--- config.mk ---
export PLATFORM = sky130hd
export DESIGN_NAME = vga_timing
export DESIGN_NICKNAME = d
export VERILOG_FILES = /design/src/rtl/vga_timing.sv
export SDC_FILE = /design/constraint.sdc
export NUM_CORES = 1
export LEC_CHECK = 0
export BUFFER_PORTS_ARGS = -buffer_cell sky130_fd_sc_hd__buf_2
export CORE_MARGIN = 4
export CORE_UTILIZATION = 47
export DETAILED_ROUTE_END_ITERATION = 8
export GPL_ROUTABILITY_DRIVEN = 1
export PLACE_DENSITY = 0.71
export SYNTH_ARGS = -nofsm -noshare
export SYNTH_HDL_FRONTEND = slang
export SYNTH_SLANG_ARGS = --single-unit
--- constraint.sdc ---
create_clock -name pclk -period 5.9 [get_ports pclk]
set_input_delay 0.295 -clock pclk [delete_from_list [all_inputs] [get_ports pclk]]
set_output_delay 0.295 -clock pclk [all_outputs]
set_load 0.01 [all_outputs]
--- src/rtl/vga_timing.sv ---
// -----------------------------------------------------------------------------
// vga_timing - free-running 1024x768@60 Hz raster generator (65 MHz pixel clock)
//
// Head of the display pipeline. Produces the packed VGA bus consumed by the
// later draw stages, plus a one-cycle frame tick at the start of vertical
// blanking and a wrapping 8-bit frame counter for animation/blink timing.
//
// Ports:
//   pclk        in   pixel clock, all logic on the rising edge
//   rst         in   asynchronous reset, active-low (0 = reset)
//   vga_out     out  packed VGA bus {hcount, vcount, hs, vs, hblnk, vblnk, rgb}
//   frame_tick  out  one-cycle pulse when the output shows (0, V_ACTIVE)
//   frame_cnt   out  frame counter, advances together with frame_tick
// -----------------------------------------------------------------------------

`ifndef VGA_BUS_SIZE
`define VGA_BUS_SIZE   38
`define VGA_HCOUNT     37:27
`define VGA_VCOUNT     26:16
`define VGA_HS         15
`define VGA_VS         14
`define VGA_HBLNK      13
`define VGA_VBLNK      12
`define VGA_RGB        11:0
`endif

module vga_timing #(
    parameter int H_ACTIVE = 1024,
    parameter int H_FP     = 24,
    parameter int H_SYNC   = 136,
    parameter int H_BP     = 160,
    parameter int V_ACTIVE = 768,
    parameter int V_FP     = 3,
    parameter int V_SYNC   = 6,
    parameter int V_BP     = 29,
    parameter int SYNC_POL = 0
) (
    input  logic                     pclk,
    input  logic                     rst,
    output logic [`VGA_BUS_SIZE-1:0] vga_out,
    output logic                     frame_tick,
    output logic [7:0]               frame_cnt
);

    localparam int H_TOTAL = H_ACTIVE + H_FP + H_SYNC + H_BP;
    localparam int V_TOTAL = V_ACTIVE + V_FP + V_SYNC + V_BP;

    localparam logic [10:0] H_LAST      = 11'(H_TOTAL - 1);
    localparam logic [10:0] V_LAST      = 11'(V_TOTAL - 1);
    localparam logic [10:0] H_ACT       = 11'(H_ACTIVE);
    localparam logic [10:0] V_ACT       = 11'(V_ACTIVE);
    localparam logic [10:0] H_SYNC_BEG  = 11'(H_ACTIVE + H_FP);
    localparam logic [10:0] H_SYNC_END  = 11'(H_ACTIVE + H_FP + H_SYNC);
    localparam logic [10:0] V_SYNC_BEG  = 11'(V_ACTIVE + V_FP);
    localparam logic [10:0] V_SYNC_END  = 11'(V_ACTIVE + V_FP + V_SYNC);
    localparam logic        SYNC_ON     = 1'(SYNC_POL);

    logic [10:0] hcount;
    logic [10:0] vcount;
    logic [10:0] hcount_nxt;
    logic [10:0] vcount_nxt;
    logic        hs;
    logic        vs;
    logic        hblnk;
    logic        vblnk;

    always_comb begin
        hcount_nxt = hcount + 11'd1;
        vcount_nxt = vcount;
        if (hcount == H_LAST) begin
            hcount_nxt = '0;
            vcount_nxt = (vcount == V_LAST) ? '0 : vcount + 11'd1;
        end
    end

    // Every decoded output is registered from the next-state counts so that it
    // lines up with the count registered on the same edge.
    always_ff @(posedge pclk or negedge rst) begin
        if (!rst) begin
            hcount     <= '0;
            vcount     <= '0;
            hblnk      <= 1'b0;
            vblnk      <= 1'b0;
            hs         <= ~SYNC_ON;
            vs         <= ~SYNC_ON;
            frame_tick <= 1'b0;
            frame_cnt  <= '0;
        end else begin
            hcount <= hcount_nxt;
            vcount <= vcount_nxt;
            hblnk  <= (hcount_nxt >= H_ACT);
            vblnk  <= (vcount_nxt >= V_ACT);
            hs     <= (hcount_nxt >= H_SYNC_BEG && hcount_nxt < H_SYNC_END) ? SYNC_ON : ~SYNC_ON;
            vs     <= (vcount_nxt >= V_SYNC_BEG && vcount_nxt < V_SYNC_END) ? SYNC_ON : ~SYNC_ON;
            if (hcount_nxt == '0 && vcount_nxt == V_ACT) begin
                frame_tick <= 1'b1;
                frame_cnt  <= frame_cnt + 8'd1;
            end else begin
                frame_tick <= 1'b0;
            end
        end
    end

    // This stage always drives black; later stages overwrite rgb.
    assign vga_out = {hcount, vcount, hs, vs, hblnk, vblnk, 12'h000};

endmodule

==> results_dict.tcl <==
set metrics [dict create \
    status "completed" \
    floorplan.rows 24 \
    sw_frac_of_total_pct 22.2 \
    total_power_consumption_of_the_routed_design_uw 420 \
    synth_xor_area_share_pct 7.94 \
    power_density_nw_per_um2 181 \
    min-delay-path-class "in -> async" \
    post_cts_resized 0 \
    nNetsFinal 254 \
    numClockSinks 34 \
    static-leakage-power_uw 0.00107 \
    power.ir.vdd_worst_mv 0.155 \
    buffer_ports.inserted 36 \
    finalCoreUtilization_pct 53.8 \
    areaGrowthSynthToFinish_pct 11.0 \
    clkSlewWorstSetupHoldPaths_ps 70 \
    finalHoldViolations 0 \
    first_global_vias 1584 \
    arrival_ps 3390 \
    share_comb_of_total_power_pct 1.9 \
    remaining_drc_errors 0 \
    timing_worst_slew_pin_value_ps 732 \
    groute.usage.overall_pct 18.0 \
    root_buffer "clkbuf_8" \
    relSlewSlack_pct 51.2 \
    critical_path.startpoint_type "register" \
    fin_cells 301 \
    clock_tree_from_tritoncts "built" \
    grt_setup_unrepaired "no" \
    yosys_most_used_dff "dfrtp_1" \
    post_synth.cell_area_avg_sq_um 9.70 \
    postCtsHoldBufs 0 \
    proportion_of_netlist_area_held_by_the_largest_area_contributor_pct 38.2 \
    synth.distinct_cells 57 \
    design.core.area_sq_um 4320 \
    path_class "reg -> reg" \
    postSynth.asyncResetShare_pct 100 \
    drive_above_1_share_pct 23.7 \
    ys_top_cells_by_area "dfrtp_1 38%, buf_4 6.1%, xor2_1 4.2%, xnor2_1 3.8%, dfstp_2 2.5%" \
    synth_fa_ha_area_share_pct 2.39 \
    grt_overflow 0 \
    internal_power_uw 327 \
    layout_common_cells "36 x buf_2, 32 x dfrtp_1, 13 x nand2_1, 13 x nor2_1" \
    finalSetupTns_ps 0 \
    place_inst 293 \
    portion_of_total_power_attributed_to_the_clock_network_pct 42.6 \
    num_vias 1710 \
    yosysSeqAreaShare_pct 40.7 \
    endpoint_kind "register" \
    worst_skew_ps 5.37 \
    cts_buffer_depth 2 \
    final_worst_path_period_share_pct 54.6 \
    min_period_ps 3220 \
    floorplan.die_area_sq_um 5590 \
    ys_seq_elements 34 \
    synth_area_leader_cell "dfrtp_1" \
    drtAntennaViolNets 0 \
    critPathMaxFanout 9 \
    post_drt_wl_per_cell_um 15.5 \
    globalplace.congestion 0.863 \
    postCtsSetupRepairBufs 0 \
    mostFrequentLayoutCell "buf_2" \
    grt_pass1_wl_um 7680 \
    effective_utilization_at_floorplan_pct 48.5 \
    drt_iter0_drc 66 \
    seq_power_share_pct 55.5 \
    grt_start_max_net_pins 35 \
    floorplan.die.height_um 74.8 \
    num_antenna_cells 0 \
    grt_antenna_before_repair 0 \
    finalMaxSlewViolations 0 \
    numCtsBuffers 5 \
    clkLatencyLatePin_ps 280 \
    wl_um 4660 \
    h-tree-depth 2 \
    synth_simple_gate_area_share_pct 25.5 \
    count_of_flip_flops_with_a_built_in_enable_after_synthesis 0 \
    max-cap-violations 0 \
    floorplan.die.width_um 74.8 \
    hold_slack_ps 65.3 \
    achievable-frequency_mhz 310 \
    viasPerCell 5.68 \
    synth.area.mux_share_pct 2.03 \
    setup-violations-final 0 \
    post_synthesis_instance_area_sq_um 2100 \
    cp.required_ps 6070 \
    synth_top_family_by_area "simple AND/OR/NAND/NOR gates" \
    synth_compound_area_share_pct 11.9 \
    fill_cells 416 \
    yosys_warnings 0 \
    drt_first_pass_iters 4 \
    detailed_place_hpwl_um 3500 \
    syn_inst 216 \
    top_level_ports 49 \
    switchingPower_uw 93.1 \
]
==> per-layer routing <==
layer  share of wire [%]  up-vias  track usage (%)
met3                 5.7       10             4.94
met5                   0        -                0
met4                 2.0        0             5.73
met2                  48       52             27.5
met1                  44      817             24.7
li1                    -      831                -
==> worst paths after layout <==
path | from | cells past startpoint | end | slack (ps)
worst max register to register | hcount[0] | 8 | frame_cnt[1] | 2680
worst min-delay path | rst | 1 | vcount[7] | 70
worst max-delay path | hcount[0] | 8 | frame_cnt[1] | 2680
max in group asynchronous | rst | 1 | hcount[5] | 5360
min in group pclk | frame_cnt[7] | 1 | frame_cnt[7] | 470
worst min register to register | frame_cnt[7] | 1 | frame_cnt[7] | 470
==> critical path, stage by stage (launching register included) <==
cell and delay, ps:
dfrtp_1 420, ha_1 310, nand4bb_1 320, or4_4 630
or3_4 390, a21oi_4 200, nand4_4 150, and4b_2 350
mux2_1 330
==> kinds of logic after synthesis <==
family | after synthesis
buf+inv | 34
simple gates | 86
other cells | 1
compound gates | 34
xor+xnor | 19
mux | 4
fa+ha+maj | 4
flops | 34
==> stage by stage <==
stage / setup WS, ps / area (sq um)
floorplan: 2930 / 2140
global placement: 2760 / 2230
detailed placement: 2680 / 2230
CTS: 2660 / 2330
global route: 2440 / 2330
finish: 2680 / 2330
==> power by group through the flow <==
| stage | registers [uW] | clock network [uW] | logic (uW) |
|---|---|---|---|
| after floorplan | 238 | 0 | 9.21 |
| after global placement | 237 | 0 | 8.16 |
| after detailed placement | 237 | 0 | 8.21 |
| after CTS | 233 | 184 | 8.23 |
| after global routing | 233 | 195 | 9.79 |
| final | 233 | 179 | 7.94 |
==> Yosys cell counts, types with 3 or more instances <==
cell type / count
a21oi_1: 4
buf_2: 3
buf_4: 17
dfrtp_1: 32
ha_1: 4
inv_1: 12
nand2_1: 13
nand2b_1: 3
nand3_1: 9
nand4_1: 6
nand4b_1: 3
nor2_1: 13
nor3_1: 9
nor4_1: 6
o21ai_0: 6
o41ai_1: 3
or2_2: 3
or3_1: 4
or4_1: 4
xnor2_1: 9
xor2_1: 10
==> flip-flops by register name, summed over array words and instances, names as in the netlist <==
name / flops
vs: 1
frame_tick: 1
vblnk: 1
hblnk: 1
hs: 1
frame_cnt: 8
vcount: 11
hcount: 10
==> cell type report <==
type                       instances  area [sq um]  share of cell area, %
tap                               52          65.1                   2.80
inverter                          12          45.0                   1.94
sequential                        34           853                   36.7
clock buffer                       6          82.6                   3.55
timing repair buffer              36           180                   7.74
multi-input combinational        159          1090                   46.8
clock inverter                     2          12.5                  0.538
Power figures use the tool's default switching activity.
